**src/rtl/instr_encoder.sv**
```systemverilog
// rtl/instr_encoder.sv - packs instruction fields into 16-bit words and streams them with sequential write addresses
module instr_encoder #(
    parameter int ADDR_W     = 8,
    parameter int START_ADDR = 0
) (
    input  logic              clk,
    input  logic              rst,
    input  logic              start,
    input  logic              in_valid,
    output logic              in_ready,
    input  logic              in_last,
    input  logic [1:0]        cond,
    input  logic [3:0]        op_code,
    input  logic [2:0]        dest_reg,
    input  logic [2:0]        src_reg_1,
    input  logic [2:0]        src_reg_2,
    input  logic              use_shift,
    input  logic [6:0]        shift,
    output logic              out_valid,
    input  logic              out_ready,
    output logic [15:0]       out_word,
    output logic [ADDR_W-1:0] out_addr,
    output logic [ADDR_W:0]   instr_count,
    output logic              wrapped,
    output logic              done
);

    typedef enum logic [1:0] {IDLE, RUN, FLUSH} state_t;

    localparam logic [ADDR_W-1:0] START    = ADDR_W'(START_ADDR);
    localparam logic [ADDR_W-1:0] ADDR_MAX = '1;

    state_t      state, state_nxt;
    logic        accept;
    logic        xfer;
    logic [15:0] enc_word;

    always_ff @(posedge clk or posedge rst) begin
        if (rst) state <= IDLE;
        else     state <= state_nxt;
    end

    always_comb begin
        state_nxt = state;
        in_ready  = 1'b0;
        case (state)
            IDLE: begin
                if (start) state_nxt = RUN;
            end
            RUN: begin
                in_ready = !out_valid || out_ready;
                if (in_valid && in_ready && in_last) state_nxt = FLUSH;
            end
            FLUSH: begin
                // stay here through the done cycle so a start coinciding with done is ignored
                if (done) state_nxt = IDLE;
            end
            default: state_nxt = IDLE;
        endcase
    end

    always_comb begin
        accept   = in_valid && in_ready;
        xfer     = out_valid && out_ready;
        enc_word = {cond, op_code, dest_reg,
                    use_shift ? shift : {src_reg_1, src_reg_2, 1'b0}};
    end

    // out_addr always holds the address of the held word, or of the next word when empty
    always_ff @(posedge clk or posedge rst) begin
        if (rst) begin
            out_valid   <= 1'b0;
            out_word    <= '0;
            out_addr    <= START;
            instr_count <= '0;
            wrapped     <= 1'b0;
            done        <= 1'b0;
        end else begin
            done <= (state == FLUSH) && xfer;
            if (state == IDLE && start) begin
                out_addr    <= START;
                instr_count <= '0;
                wrapped     <= 1'b0;
            end else if (xfer) begin
                out_addr    <= out_addr + ADDR_W'(1);
                instr_count <= instr_count + (ADDR_W+1)'(1);
                if (out_addr == ADDR_MAX) wrapped <= 1'b1;
            end
            if (accept) begin
                out_word  <= enc_word;
                out_valid <= 1'b1;
            end else if (xfer) begin
                out_valid <= 1'b0;
            end
        end
    end

endmodule

```
**config.mk**
```make
export PLATFORM = sky130hd
export DESIGN_NAME = instr_encoder
export DESIGN_NICKNAME = d
export VERILOG_FILES = /design/src/rtl/instr_encoder.sv
export SDC_FILE = /design/constraint.sdc
export NUM_CORES = 1
export LEC_CHECK = 0
export ABC_CLOCK_PERIOD_IN_PS = 1630
export CORE_ASPECT_RATIO = 0.7
export CORE_MARGIN = 5
export CORE_UTILIZATION = 38
export CTS_CLUSTER_SIZE = 14
export DETAILED_ROUTE_END_ITERATION = 10
export HOLD_SLACK_MARGIN = 0.03
export PLACE_DENSITY = 0.73
export SYNTH_ARGS = -nofsm -noshare
export SYNTH_HDL_FRONTEND = slang
export SYNTH_SLANG_ARGS = --single-unit
```
**constraint.sdc**
```tcl
create_clock -name clk -period 1.63 [get_ports clk]
set_clock_uncertainty 0.2 [all_clocks]
set_input_delay 0.163 -clock clk [delete_from_list [all_inputs] [get_ports clk]]
set_output_delay 0.163 -clock clk [all_outputs]
set_load 0.005 [all_outputs]
```
==> metrics.md <==
| Metric | Value |
|---|---|
| Worst setup path startpoint | out_valid$_DFFE_PP0P_ |
| R2r endpoint | out_addr[5]$_DFFE_PP0P_ |
| Wirelength per Cell | 14.9 um |
| Startpoint types | register |
| Unrepaired setup endpoints after global routing | true |
| Longest Clk Path Bufs | 2 |
| Dpl cells | 289 |
| CP arrival | around 1.6 ns |
| Hold Crit Class | primary input to register |
| Largest net degree at the start of global routing | 39 |
| Initial Util | 0.385 |
| GR Util met2 | 0.229 |
| CTS tree | yes |
| Final Power | 1.75 mW |
| Crit-path cells | buf_6 > buf_12 > nand3_4 > buf_4 > or3_1 > a21oi_2 |
| Synth async-reset ratio | 1.00 |
| Max VDD drop | 0.438 mV |
| Top_reg_cell synth | dfrtp_1 |
| WL final | approximately 4700 um |
| Fill count | 371 |
| DRT iter0 DRCs | 28 |
| GRT met3 Usage | 0.0512 |
| Crit-path slowest cell | dfrtp_2 |
| R2R Path Start | out_valid$_DFFE_PP0P_ |
| Sequential fraction of the synthesis area | 0.525 |
| Worst-Skew Late Latency | about 0.29 ns |
| Vias in the first global route | 1,480 |
| Final min period | 1.61 ns |
| Mapped Cells | 152 |
| Rel. slew slack | 0.802 |
| Setup Crit Path Kind | register to register |
| Endpoints failing hold | 0 |
| Antenna violations before repair | 0 |
| Gr usage total | 0.147 |
| Syn nets | 183 |
| Worst slew pin tran | 0.295 ns |
| Ys Warns | 0 |
| GRT busiest layer | met2 |
| Max Cap Viol | 0 |
| Worst R2R Path Depth | 6 |
| PD cells | 581 nW/um2 |
| Final worst slack | 0.0161 ns |
| Drt drc | 0 |
| Post-Syn Area per Cell | 11.9 um2 |
| Cell row count | 21 |
| Worst path bufs/invs | 3 |
| Vias per cell | 5.01 |
| Post-route setup TNS | 0 ns |
| Distinct cells, synth | 31 |
| Grt ovf | 0 |
| R2r setup slk | 0.02 ns |
| DP Worst Slack | -0.309 ns |
| Commonest cells after routing, fill and taps aside | 54 x clkdlybuf4s50_1, 34 x dfrtp_1, 33 x buf_4 |
| Final ANT Viol Nets | 0 |
| First-pass GRT wire length | 7140 um |
| Total Nets Final | 289 |
| Worst Path Required | between 1.5 and 2 ns |
| Fin Hold WS | 0.176 ns |
| WP depth | 6 |
| Number of port buffers | 65 |
| Met1 GRT Util | 0.194 |
| CTS Sinks | 38 |
| Diode count | 0 |
| Netlist Area Pre-Place | 1810 um2 |
| Root buffer cell | clkbuf_8 |
| Num CTS Buffers | 5 |
| Core ar. | 4700 um2 |
| Die span in x | 92.5 um |
| Die Area | 6270 um2 |
| Yosys reg bits | 38 |
| Commonest non-fill, non-tap cell in the layout | clkdlybuf4s50_1 |
| Vias | 1,584 |
| End point of the critical path | out_addr[5]$_DFFE_PP0P_ |
| Critical Path Sink Type | register |
| Drt pass-1 iters | 4 |
| Placed Area | 2690 um2 |
| Layout area overhead | 66.3% |
| Status | completed |
| Final Cell Area | roughly 3000 um2 |
| Post-detail-place hpwl | around 3300 um |
| Boundary pin count | 66 |
| CP delay by family, top | simple AND/OR/NAND/NOR gates |
| GP Congestion | 0.713 |
| Util after Layout | 0.641 |
| Leak Pwr | 1.50 nW |
| Max FO, Critical Path | 7 |
| Clock slew at reported path FFs | 0.08 ns |
| Die Height | 67.8 um |
| Max-slew violations | 0 |
| H-tree levels | 2 |
| Final setup vio count | 0 |
| Fraction of layout instances using a drive strength above 1 | 0.347 |
| Final worst-path cycle share | 0.990 |
| Finished Layout Cells | 316 |
| EDFF count, synth | 0 |
| Max Clk Rate | a little over 600 MHz |
| Max stage delay on crit path | between 0.3 and 0.4 ns |
==> worst min-delay path: cells and delay by family <==
kind          cells  cell delay (ns)
buf+inv           1             0.25
simple gates      2             0.22
==> power breakdown <==
part | internal (mW) | switching [mW] | leakage (nW) | total (mW)
combinational | 0.0814 | 0.0415 | 0.940 | 0.123
clock | 0.340 | 0.347 | 0.0472 | 0.687
sequential | 0.942 | 0 | 0.514 | 0.942
==> per-layer routing <==
layer  wire, um  up-vias
met1       2240      774
li1           -      762
met2       2110       44
met4         40        0
met5          0        -
met3        313        4
==> worst min-delay path by stage <==
stage	start	to	slack, ns	cells past startpoint
floorplan	shift[0]	out_word[0]$_DFFE_PP0P_	0.11	2
global placement	done$_DFF_PP0_	state[1]$_DFFE_PP0P_	0.24	1
detailed placement	done$_DFF_PP0_	state[1]$_DFFE_PP0P_	0.25	1
CTS	shift[0]	out_word[0]$_DFFE_PP0P_	0.21	3
global route	out_ready	out_valid$_DFFE_PP0P_	0.19	3
finish	out_ready	out_valid$_DFFE_PP0P_	0.18	3
==> sequential cells by signal (all words and copies together), names as in the netlist <==
signal,flops
out_valid,1
wrapped,1
done,1
out_word,16
out_addr,8
state,2
instr_count,9
==> synth_stat cells, drive strengths merged (5+ instances only) <==
cell type | instances | area, um2
inv | 6 | 22.5
buf | 6 | 47.5
o21ai | 6 | 30.0
nand2 | 11 | 41.3
or4 | 5 | 37.5
nand4 | 5 | 52.6
a21oi | 13 | 65.1
o31ai | 5 | 37.5
nor2 | 6 | 22.5
or3 | 6 | 37.5
dfrtp | 38 | 951
nand3 | 9 | 62.6
mux2 | 21 | 267
==> repair_timing <==
| action | in CTS | in global routing |
|---|---|---|
| buffers inserted | 5 | 13 |
| pin swaps | 1 | 10 |
| cloned | 0 | 1 |
| hold buffers | 1 | 0 |
| hold endpoints to repair | 21 | 0 |
| resized for setup | 13 | 20 |
| endpoints found under the setup margin | 16 | 34 |
==> kinds of logic (layout without fill, tap and decap cells) <==
group,count (synthesis),after routing,share of synthesized area
buffers and inverters,12,119,0.0387
adder cells (fa/ha/maj),2,2,0.0138
XOR/XNOR,4,4,0.0193
AND/OR/NAND/NOR,47,47,0.164
multiplexers,22,22,0.153
flip-flops,38,38,0.525
AO/OA/AOI/OAI,27,27,0.0863
==> area by class of cell <==
class                   instances  area (um2)  area share
repair buffers                105        1020       0.339
flip-flops and latches         38         956       0.317
multi-input cells             102         847       0.281
clock buffers                   6        82.6      0.0274
well taps                      57        71.3      0.0237
inverters                       6        22.5     0.00748
clock inverters                 2        12.5     0.00415
(Power assumes the default switching activity.)
